===== src/rtl/viterbi_pkg.sv =====
// Shared constants and encoder helpers for the hard-decision Viterbi decoder.
// Latency: n/a (constants and constant functions only).
// Backpressure: n/a.
// Contents: default code parameters (constraint length, depth, metric width,
// generator polynomials), the trellis state count and the parity /
// expected-symbol functions used to build the branch metrics.
package viterbi_pkg;

  localparam int VIT_K  = 4;
  localparam int VIT_D  = 24;
  localparam int VIT_WM = 6;
  localparam int VIT_G0 = 'o17;
  localparam int VIT_G1 = 'o13;

  // Number of trellis states for constraint length k.
  function automatic int num_states(input int k);
    return 1 << (k - 1);
  endfunction

  localparam int VIT_NS = num_states(VIT_K);

  function automatic logic parity32(input logic [31:0] v);
    return ^v;
  endfunction

  // Symbol the encoder emits when input bit b enters with state s:
  // r = {b, s}, bit1 = parity(r & g0), bit0 = parity(r & g1).
  function automatic logic [1:0] expected_sym(input int k, input int b,
                                              input int s, input int g0,
                                              input int g1);
    logic [31:0] r;
    r = (32'(b) << (k - 1)) | 32'(s);
    return {parity32(r & 32'(g0)), parity32(r & 32'(g1))};
  endfunction

endpackage


===== src/rtl/viterbi_acs.sv =====
// Add-compare-select for one trellis state (purely combinational).
// Latency: 0 cycles; result is registered by the parent.
// Backpressure: none; evaluated every cycle, parent decides whether to commit.
// Ports: pm_even/pm_odd, surv_even/surv_odd - metric and survivor of the two
// predecessors (LSB 0 / LSB 1); rx_sym - received hard symbol;
// pm_new - saturated winning metric; surv_new - extended D-bit survivor.
module viterbi_acs
  import viterbi_pkg::*;
#(
  parameter int K     = VIT_K,
  parameter int D     = VIT_D,
  parameter int Wm    = VIT_WM,
  parameter int G0    = VIT_G0,
  parameter int G1    = VIT_G1,
  parameter int STATE = 0
) (
  input  logic [Wm-1:0] pm_even,
  input  logic [Wm-1:0] pm_odd,
  input  logic [D-2:0]  surv_even,
  input  logic [D-2:0]  surv_odd,
  input  logic [1:0]    rx_sym,
  output logic [Wm-1:0] pm_new,
  output logic [D-1:0]  surv_new
);

  localparam int NS = num_states(K);
  // The newest input bit is the MSB of the destination state.
  localparam int B  = (STATE >> (K - 2)) & 1;
  // Both predecessors share the destination's low bits shifted up by one.
  localparam int P0 = (STATE << 1) & (NS - 1);
  localparam int P1 = P0 + 1;

  localparam logic [1:0]  EXP0    = expected_sym(K, B, P0, G0, G1);
  localparam logic [1:0]  EXP1    = expected_sym(K, B, P1, G0, G1);
  localparam logic [Wm:0] MAX_EXT = {1'b0, {Wm{1'b1}}};
  localparam logic [Wm-1:0] MAX_M = '1;

  logic [1:0]  diff0, diff1;
  logic [1:0]  bm0, bm1;
  logic [Wm:0] sum0, sum1, win;
  logic        take_odd;

  always_comb begin
    diff0 = rx_sym ^ EXP0;
    diff1 = rx_sym ^ EXP1;
    bm0   = {1'b0, diff0[1]} + {1'b0, diff0[0]};
    bm1   = {1'b0, diff1[1]} + {1'b0, diff1[0]};
    // One extra bit so the sums never wrap before saturation.
    sum0  = {1'b0, pm_even} + {{(Wm - 1){1'b0}}, bm0};
    sum1  = {1'b0, pm_odd}  + {{(Wm - 1){1'b0}}, bm1};
    // Strict compare: a tie keeps the even (LSB 0) predecessor.
    take_odd = (sum1 < sum0);
    win      = take_odd ? sum1 : sum0;
    pm_new   = (win > MAX_EXT) ? MAX_M : win[Wm-1:0];
    surv_new = {(take_odd ? surv_odd : surv_even), 1'(B)};
  end

endmodule


===== src/rtl/viterbi_core.sv =====
// Hard-decision register-exchange Viterbi decoder, one symbol per cycle.
// Latency: bit for symbol n is strobed the cycle after symbol n+D-1 is accepted.
// Backpressure: rx_sym_ready is high every cycle out of reset; output cannot stall.
// Ports: clk, rst (async active-low); rx_sym_valid/rx_sym_ready/rx_sym - input
// symbol handshake (bit1 = G0 output, bit0 = G1 output); force_state0 - drive
// the trellis toward state 0 during the tail; dec_bit_valid/dec_bit - output.
module viterbi_core
  import viterbi_pkg::*;
#(
  parameter int K      = VIT_K,
  parameter int D      = VIT_D,
  parameter int Wm     = VIT_WM,
  parameter int G0_OCT = VIT_G0,
  parameter int G1_OCT = VIT_G1
) (
  input  logic       clk,
  input  logic       rst,
  input  logic       rx_sym_valid,
  output logic       rx_sym_ready,
  input  logic [1:0] rx_sym,
  input  logic       force_state0,
  output logic       dec_bit_valid,
  output logic       dec_bit
);

  localparam int NS = num_states(K);
  localparam int SW = K - 1;
  localparam int CW = $clog2(D + 1);
  localparam logic [Wm-1:0] MAX_M = '1;

  // Only D-1 survivor bits are stored: the MSB of a freshly extended survivor
  // is consumed by the output mux in the same cycle and would be shifted out
  // on the next accept anyway.
  logic [NS-1:0][Wm-1:0] metric_q, metric_d;
  logic [NS-1:0][D-2:0]  surv_q, surv_d;
  logic [CW-1:0]         cnt_q, cnt_d;
  logic                  ready_q, ready_d;
  logic                  dec_vld_q, dec_vld_d;
  logic                  dec_bit_q, dec_bit_d;

  logic [NS-1:0][Wm-1:0] acs_metric;
  logic [NS-1:0][D-1:0]  acs_surv;
  logic [NS-1:0][Wm-1:0] forced_metric;
  logic [Wm-1:0]         min_m;
  logic [SW-1:0]         min_idx;
  logic [SW-1:0]         out_state;
  logic                  accept;

  for (genvar s = 0; s < NS; s++) begin : g_acs
    localparam int P0 = (s << 1) & (NS - 1);
    viterbi_acs #(
      .K    (K),
      .D    (D),
      .Wm   (Wm),
      .G0   (G0_OCT),
      .G1   (G1_OCT),
      .STATE(s)
    ) u_acs (
      .pm_even  (metric_q[P0]),
      .pm_odd   (metric_q[P0 + 1]),
      .surv_even(surv_q[P0]),
      .surv_odd (surv_q[P0 + 1]),
      .rx_sym   (rx_sym),
      .pm_new   (acs_metric[s]),
      .surv_new (acs_surv[s])
    );
  end

  always_comb begin
    accept = rx_sym_valid & ready_q;

    // Forcing is applied to the saturated metrics before normalisation, so
    // state 0 becomes the minimum and everything else sits far above it.
    for (int i = 0; i < NS; i++) begin
      forced_metric[i] = (force_state0 && (i != 0)) ? MAX_M : acs_metric[i];
    end

    // Lowest index wins among equal minima.
    min_m   = forced_metric[0];
    min_idx = '0;
    for (int i = 1; i < NS; i++) begin
      if (forced_metric[i] < min_m) begin
        min_m   = forced_metric[i];
        min_idx = SW'(i);
      end
    end
    out_state = force_state0 ? '0 : min_idx;

    metric_d  = metric_q;
    surv_d    = surv_q;
    cnt_d     = cnt_q;
    ready_d   = 1'b1;
    dec_vld_d = 1'b0;
    dec_bit_d = dec_bit_q;

    if (accept) begin
      for (int i = 0; i < NS; i++) begin
        metric_d[i] = forced_metric[i] - min_m;
        surv_d[i]   = acs_surv[i][D-2:0];
      end
      if (cnt_q != CW'(D)) begin
        cnt_d = cnt_q + CW'(1);
      end
      // This accept is the D-th (or later) since reset.
      if (cnt_q >= CW'(D - 1)) begin
        dec_vld_d = 1'b1;
        dec_bit_d = acs_surv[out_state][D-1];
      end
    end
  end

  always_ff @(posedge clk or negedge rst) begin
    if (!rst) begin
      for (int i = 0; i < NS; i++) begin
        metric_q[i] <= (i == 0) ? '0 : MAX_M;
      end
      surv_q    <= '0;
      cnt_q     <= '0;
      ready_q   <= 1'b0;
      dec_vld_q <= 1'b0;
      dec_bit_q <= 1'b0;
    end else begin
      metric_q  <= metric_d;
      surv_q    <= surv_d;
      cnt_q     <= cnt_d;
      ready_q   <= ready_d;
      dec_vld_q <= dec_vld_d;
      dec_bit_q <= dec_bit_d;
    end
  end

  assign rx_sym_ready  = ready_q;
  assign dec_bit_valid = dec_vld_q;
  assign dec_bit       = dec_bit_q;

endmodule


===== config.mk =====
export PLATFORM = sky130hd
export DESIGN_NAME = viterbi_core
export DESIGN_NICKNAME = d
export VERILOG_FILES = /design/src/rtl/viterbi_pkg.sv /design/src/rtl/viterbi_acs.sv /design/src/rtl/viterbi_core.sv
export SDC_FILE = /design/constraint.sdc
export NUM_CORES = 1
export LEC_CHECK = 0
export ABC_AREA = 1
export CORE_MARGIN = 2
export CORE_UTILIZATION = 35
export DETAILED_ROUTE_END_ITERATION = 6
export GPL_TIMING_DRIVEN = 0
export HOLD_SLACK_MARGIN = 0.15
export PLACE_DENSITY = 0.55
export SETUP_SLACK_MARGIN = 0.3
export SLEW_MARGIN = 20
export SYNTH_ARGS = -nofsm -noshare
export SYNTH_HDL_FRONTEND = slang
export SYNTH_SLANG_ARGS = --single-unit

===== constraint.sdc =====
create_clock -name clk -period 26.9 [get_ports clk]
set_input_delay 4.035 -clock clk [delete_from_list [all_inputs] [get_ports clk]]
set_output_delay 4.035 -clock clk [all_outputs]
set_load 0.02 [all_outputs]

* Yosys cells after proc, flatten, opt, wreduce, memory -nomap -nowiden
Cells that the tools add are included.
** Storage, ports and cells
- Register bits after elaboration :: 236
- Bits of input ports :: 6
** Operators by class
- $add $sub $neg :: 29
- $lt $le $gt $ge :: 25
- Equality and inequality tests :: 1
- Muxes and demuxes :: 50
- Bitwise gates (word level) :: 4
- Reductions and logical operators :: 2
** Operators with widths (number)
- $mux 23 :: 8
- $mux 6 :: 22
- $add 6x2->7 :: 16
- $bmux 24 s3 :: 1
- $gt 7x6->1 const B :: 8
- $lt 7x7->1 :: 8
- $mux 7 :: 8
- $sub 6x6->6 :: 8
- $lt 6x6->1 :: 7
- $mux 24 :: 1
- $mux 3 :: 5
- $add 1x1->2 :: 4
- $add 5x1->5 const B :: 1
- $ge 5x5->1 const B :: 1
- $ne 5x5->1 const B :: 1
- $lt 3x4->1 const B :: 1
- $mux 2 :: 2
- $reduce_and 2->1 :: 2
- $mux 1 :: 3
- $not 1->1 :: 2
- $not 2->2 :: 1
- $and 1x1->1 :: 1

* Depth between registers and ports, before layout
- Depth after elaboration :: 25
- Mapped depth :: 88
- Mapped depth without buffers :: 81

* Hierarchy
From an unflattened synthesis, not the netlist that was laid out.
** Second synthesis, totals
- Cell total of the unflattened synthesis :: 3185
- Area, all modules :: 20499.7 um2
** Modules (own cells, without submodules)
- viterbi_core :: times used 1, cells each 1769, area an instance 13312.8 um2
- viterbi_acs (g_acs[2].u_acs ...) :: times used 2, cells each 181, area an instance 912.1 um2
- viterbi_acs (g_acs[1].u_acs ...) :: times used 2, cells each 180, area an instance 908.4 um2
- viterbi_acs (g_acs[3].u_acs ...) :: times used 2, cells each 174, area an instance 889.6 um2
- viterbi_acs (g_acs[0].u_acs ...) :: times used 2, cells each 173, area an instance 883.3 um2

* Least setup slack after synthesis
Ideal clock, no wire load.
- Path type :: input-to-reg
- Start point :: in rx_sym[0]
- End point :: reg metric_q[5] in the netlist's numbering
- Arrival :: 15935 ps
- Required time :: 26769 ps
- Slack :: 10835 ps
- Stages on the path :: 76
- Path buffers :: 8
- Path through :: inv_1 ha_1 ha_1 ha_1 a21oi_4 nor2_1 xor2_1 ha_1 nand2_1 nand2_1 a21oi_2 nand2_1 buf_2 inv_1 o211ai_1 ha_1 a21oi_1 nor2_1 [40 not listed] a21oi_1 nor2_1 a211oi_1 nand2_4 buf_2 nand2_1 o21a_1 inv_2 ha_1 nand2_1 nor2_1 a211oi_1 or2_2 nand2_1 a21oi_1 xnor2_1 xor2_1 o21ai_1
** Between the ends
- Longest elaborated chain between the ends :: 23
** RTL lines
- from (decl) :: RTL line viterbi_core.sv:20 : input logic [1:0] rx_sym,
- $not 2->2 (no source line)
- $add 1x1->2 :: RTL line viterbi_acs.sv:46, viterbi_acs.sv:47
- $add 6x2->7 :: RTL line viterbi_acs.sv:49 : sum0 = {1'b0, pm_even} + {{(Wm - 1){1'b0}}, bm0};
- $lt 7x7->1 :: RTL line viterbi_acs.sv:52 : take_odd = (sum1 < sum0);
- $mux 7 :: RTL line viterbi_acs.sv:53 : win = take_odd ? sum1 : sum0;
- $gt 7x6->1 :: RTL line viterbi_acs.sv:54 : pm_new = (win > MAX_EXT) ? MAX_M : win[Wm-1:0];
- $mux 6 :: RTL line viterbi_acs.sv:54
- $mux 6 :: RTL line viterbi_core.sv:75 : forced_metric[i] = (force_state0 && (i != 0)) ? MAX_M : acs_metric[i];
- [7 not listed]
- $mux 6 :: RTL line viterbi_core.sv:82 : if (forced_metric[i] < min_m) begin
- $lt 6x6->1 :: RTL line viterbi_core.sv:82
- $mux 6 :: RTL line viterbi_core.sv:82
- $lt 6x6->1 :: RTL line viterbi_core.sv:82
- $mux 6 :: RTL line viterbi_core.sv:82
- $lt 6x6->1 :: RTL line viterbi_core.sv:82
- $mux 6 :: RTL line viterbi_core.sv:82
- $sub 6x6->6 (*) :: RTL line viterbi_core.sv:98 : metric_d[i] = forced_metric[i] - min_m;
- to (signal, indexed assignment) :: RTL line viterbi_core.sv:115 : metric_q[i] <= (i == 0) ? '0 : MAX_M;
- to (signal assigned) :: RTL line viterbi_core.sv:123 : metric_q <= metric_d;
- to (decl) :: RTL line viterbi_core.sv:34 : logic [NS-1:0][Wm-1:0] metric_q, metric_d;
Every way passes the cells marked *; elsewhere a longest branch is shown, timed or not.
A chain may end at the register's enable or synchronous reset.

* Final worst setup path
- Start point :: in rx_sym[1]
- End point :: reg metric_q[41] in the netlist's numbering
Same word-level chain as after synthesis.

==> implementation parameters <==
Parameter                              Value

Logic synthesis
  Total nets after synthesis    2420
  Largest area contributor in the netlist    dfrtp_1
  Cell with the most instances after synthesis    nand2_1
  Average cell area after synthesis    7.45 sq um
  Synthesized flop and latch total    225
  Ys async rst share    100%
  Unique masters post-synth    49
  Synth top area share    27.3%
  Share of synthesized area occupied by flip-flops and latches    33.9%
  Synth top cells by count    nand2_1, o21ai_0, inv_1
  Number of cells produced by synthesis    2253
  Post-synth top flop    dfrtp_1
  Synth Cell Area    16800 sq um
  Post-synth EDFFs    0
  Cell types with the largest area share after synthesis    dfrtp_1, o21ai_0, ha_1
  Count of yosys warnings during synthesis    0

Clocking
  Max H-tree Level    1
  Clock latency of the later-clocked register in the worst-skew pair    600 ps
  Maximum count of clock buffers along a single path    3
  Root buffer cell    clkbuf_16
  Post-CTS setup-driven buffer insertion count    0
  CTS tree    yes
  Clock Pin Slew Worst Setup and Hold Paths    70 ps
  Clock Sinks    225
  Inserted Clock Buffers    28
  Resize count post-CTS    0
  Count of hold buffers inserted by post-cts repair    0

Global routing
  Global-route wire length before repair    85600 um
  Total gr overflow    0
  Pin count of the biggest net entering global routing    99
  Initial antenna violation count    0
  Vias in the first global route    15249
  Combined global-route utilization of all metal layers    21.9%

Timing
  Total negative slack for setup checks    0 ps
  Worst Skew    33.8 ps
  Timing-limited maximum frequency    0.0512 GHz
  Post-layout min period    19510 ps
  Max-slew headroom    20.7%
  Max Slew Vio Count    0
  Final number of setup-violating endpoints    0
  Slew @ Worst Pin    1180 ps
  Worst setup slack after layout    7390 ps
  Final hold viol count    0
  Share of the cycle needed by the critical path after routing    72.5%
  Setup repair after global routing missed its margin    false
  Worst hold slack across all endpoints    476 ps

Route
  Total iterations of the first detailed-routing run    6
  Final wirelength    53600 um
  Post-detailed-route DRC marker count    0
  Via-to-Cell Ratio    5.21
  Via count    15276
  Iteration-0 DRC Markers    1041
  WL per Instance    18.3 um
  Antenna viol nets, final    0

Finish
  ANT cells    0
  Layout overhead on the synthesized area    11.0%
  Ratio of cells with drive above 1 in the final layout    7.95%
  Layout Utilization    39.2%
  Number of nets in the layout    2460

Worst setup path
  Critical path fanouts, max    10
  Signal arrival time at the worst endpoint    20000 ps
  Required time worst endpoint    27390 ps
  Crit-path max cell delay    640 ps
  Critical path start-end classification    primary input to register
  Crit Reg-Reg Startpoint    metric_q[13]
  Most frequent cell on the critical path    nand2_1
  Critical Path Start    rx_sym[1]
  Startpoint types    primary input
  Element type at the critical path end    register
  CP max-delay cell    o21a_1

Floorplanning
  # IOs    9
  Effective utilization at floorplan    35.3%
  Area of the core    47500 sq um
  Die Ht    223 um
  Overall die width    223 um
  Cell Rows    80
  Die Area    49700 sq um

Placement
  Post-Place Worst Slack    6960 ps
  IO buf count    8
  Global placement routability congestion    0.880
  Total half-perimeter wirelength after legalization and detailed placement    40800 um

Worst hold path
  Path class of the lowest-slack min-delay path    register to register
  Launch point of the worst hold path    metric_q[47]

Job
  Max Cap Violations    0

Status
  Outcome    finished, final reports clean
[routing by layer]
metal	part of all wire [%]	up-vias	GRT usage, %
li1	-	7511	-
met5	0	-	0
met4	2.8	0	5.98
met3	3.4	86	2.19
met2	48	294	37.3
met1	46	7385	29.5
[cells in the final DEF, fill, tap and decap left out, types with 3 or more instances in the layout]
| cell type | instances |
|---|---|
| clkbuf_1 | 85 |
| buf_1 | 10 |
| o21ai_2 | 3 |
| ha_1 | 145 |
| buf_2 | 6 |
| inv_1 | 255 |
| nand2_1 | 446 |
| dfrtp_1 | 183 |
| nand3b_1 | 3 |
| a21oi_1 | 192 |
| o211ai_1 | 7 |
| nor4b_1 | 3 |
| o21bai_1 | 5 |
| xnor2_1 | 20 |
| nor3_1 | 5 |
| inv_2 | 12 |
| dfstp_2 | 42 |
| clkbuf_8 | 5 |
| nand2_4 | 8 |
| o22ai_1 | 4 |
| nor2_1 | 137 |
| a211oi_1 | 10 |
| nor2_2 | 7 |
| clkdlybuf4s50_1 | 7 |
| o21ai_1 | 11 |
| a21oi_4 | 5 |
| o21ai_0 | 394 |
| a21oi_2 | 4 |
| xor2_1 | 77 |
| clkinvlp_4 | 3 |
| buf_6 | 7 |
| nand2_2 | 19 |
| clkbuf_16 | 28 |
| or2_2 | 9 |
| nand4_1 | 13 |
| o21a_1 | 8 |
| nand3_2 | 6 |
| nand3_1 | 87 |
| fa_1 | 16 |
[cell type report]
type | instances | area (sq um)
clock inverter | 10 | 119
sequential | 225 | 5680
tap | 615 | 769
inverter | 269 | 1010
multi-input combinational | 1658 | 9660
clock buffer | 42 | 803
buffer | 101 | 447
timing repair buffer | 10 | 140
fill | 4956 | 28900
[final timing paths]
path	to	slack [ps]	cells past startpoint
max	metric_q[41]	7390	78
min reg2reg	metric_q[47]	480	2
min in group asynchronous	metric_q[3]	3330	1
max in group asynchronous	metric_q[46]	22750	2
max reg2reg	metric_q[41]	11480	75
min	metric_q[47]	480	2
[logic make-up after synthesis]
group	count (synthesis)	synth area share, %
AND/OR/NAND/NOR	754	19.5
adder cells (fa/ha/maj)	161	12.7
XOR/XNOR	97	5.06
buffers and inverters	370	8.68
flip-flops	225	33.9
AO/OA/AOI/OAI	645	20.2
other	1	0.0223
[sequential cells by signal (all words and copies together) (netlist names)]
name           flops
metric_q          48
surv_q           169
rx_sym_ready       1
cnt_q              5
dec_bit            1
dec_bit_valid      1
[stage by stage]
stage | instance area (sq um) | cells
2_1_floorplan | 16800 | 2253
3_5_place_dp | 17700 | 2878
3_3_place_gp | 17600 | 2876
5_1_grt | 18600 | 2930
4_1_cts | 18600 | 2930
6_report | 18600 | 2930
[critical path, delay by kind of cell]
| kind | cells | cell delay [ps] |
|---|---|---|
| AND/OR/NAND/NOR | 29 | 2680 |
| XOR/XNOR | 3 | 650 |
| adder cells (fa/ha/maj) | 11 | 3640 |
| AO/OA/AOI/OAI | 21 | 6070 |
| buffers and inverters | 14 | 2890 |
Power is not shown: default switching activity piles up to over one toggle a cycle in this logic, so the estimate is an artifact.
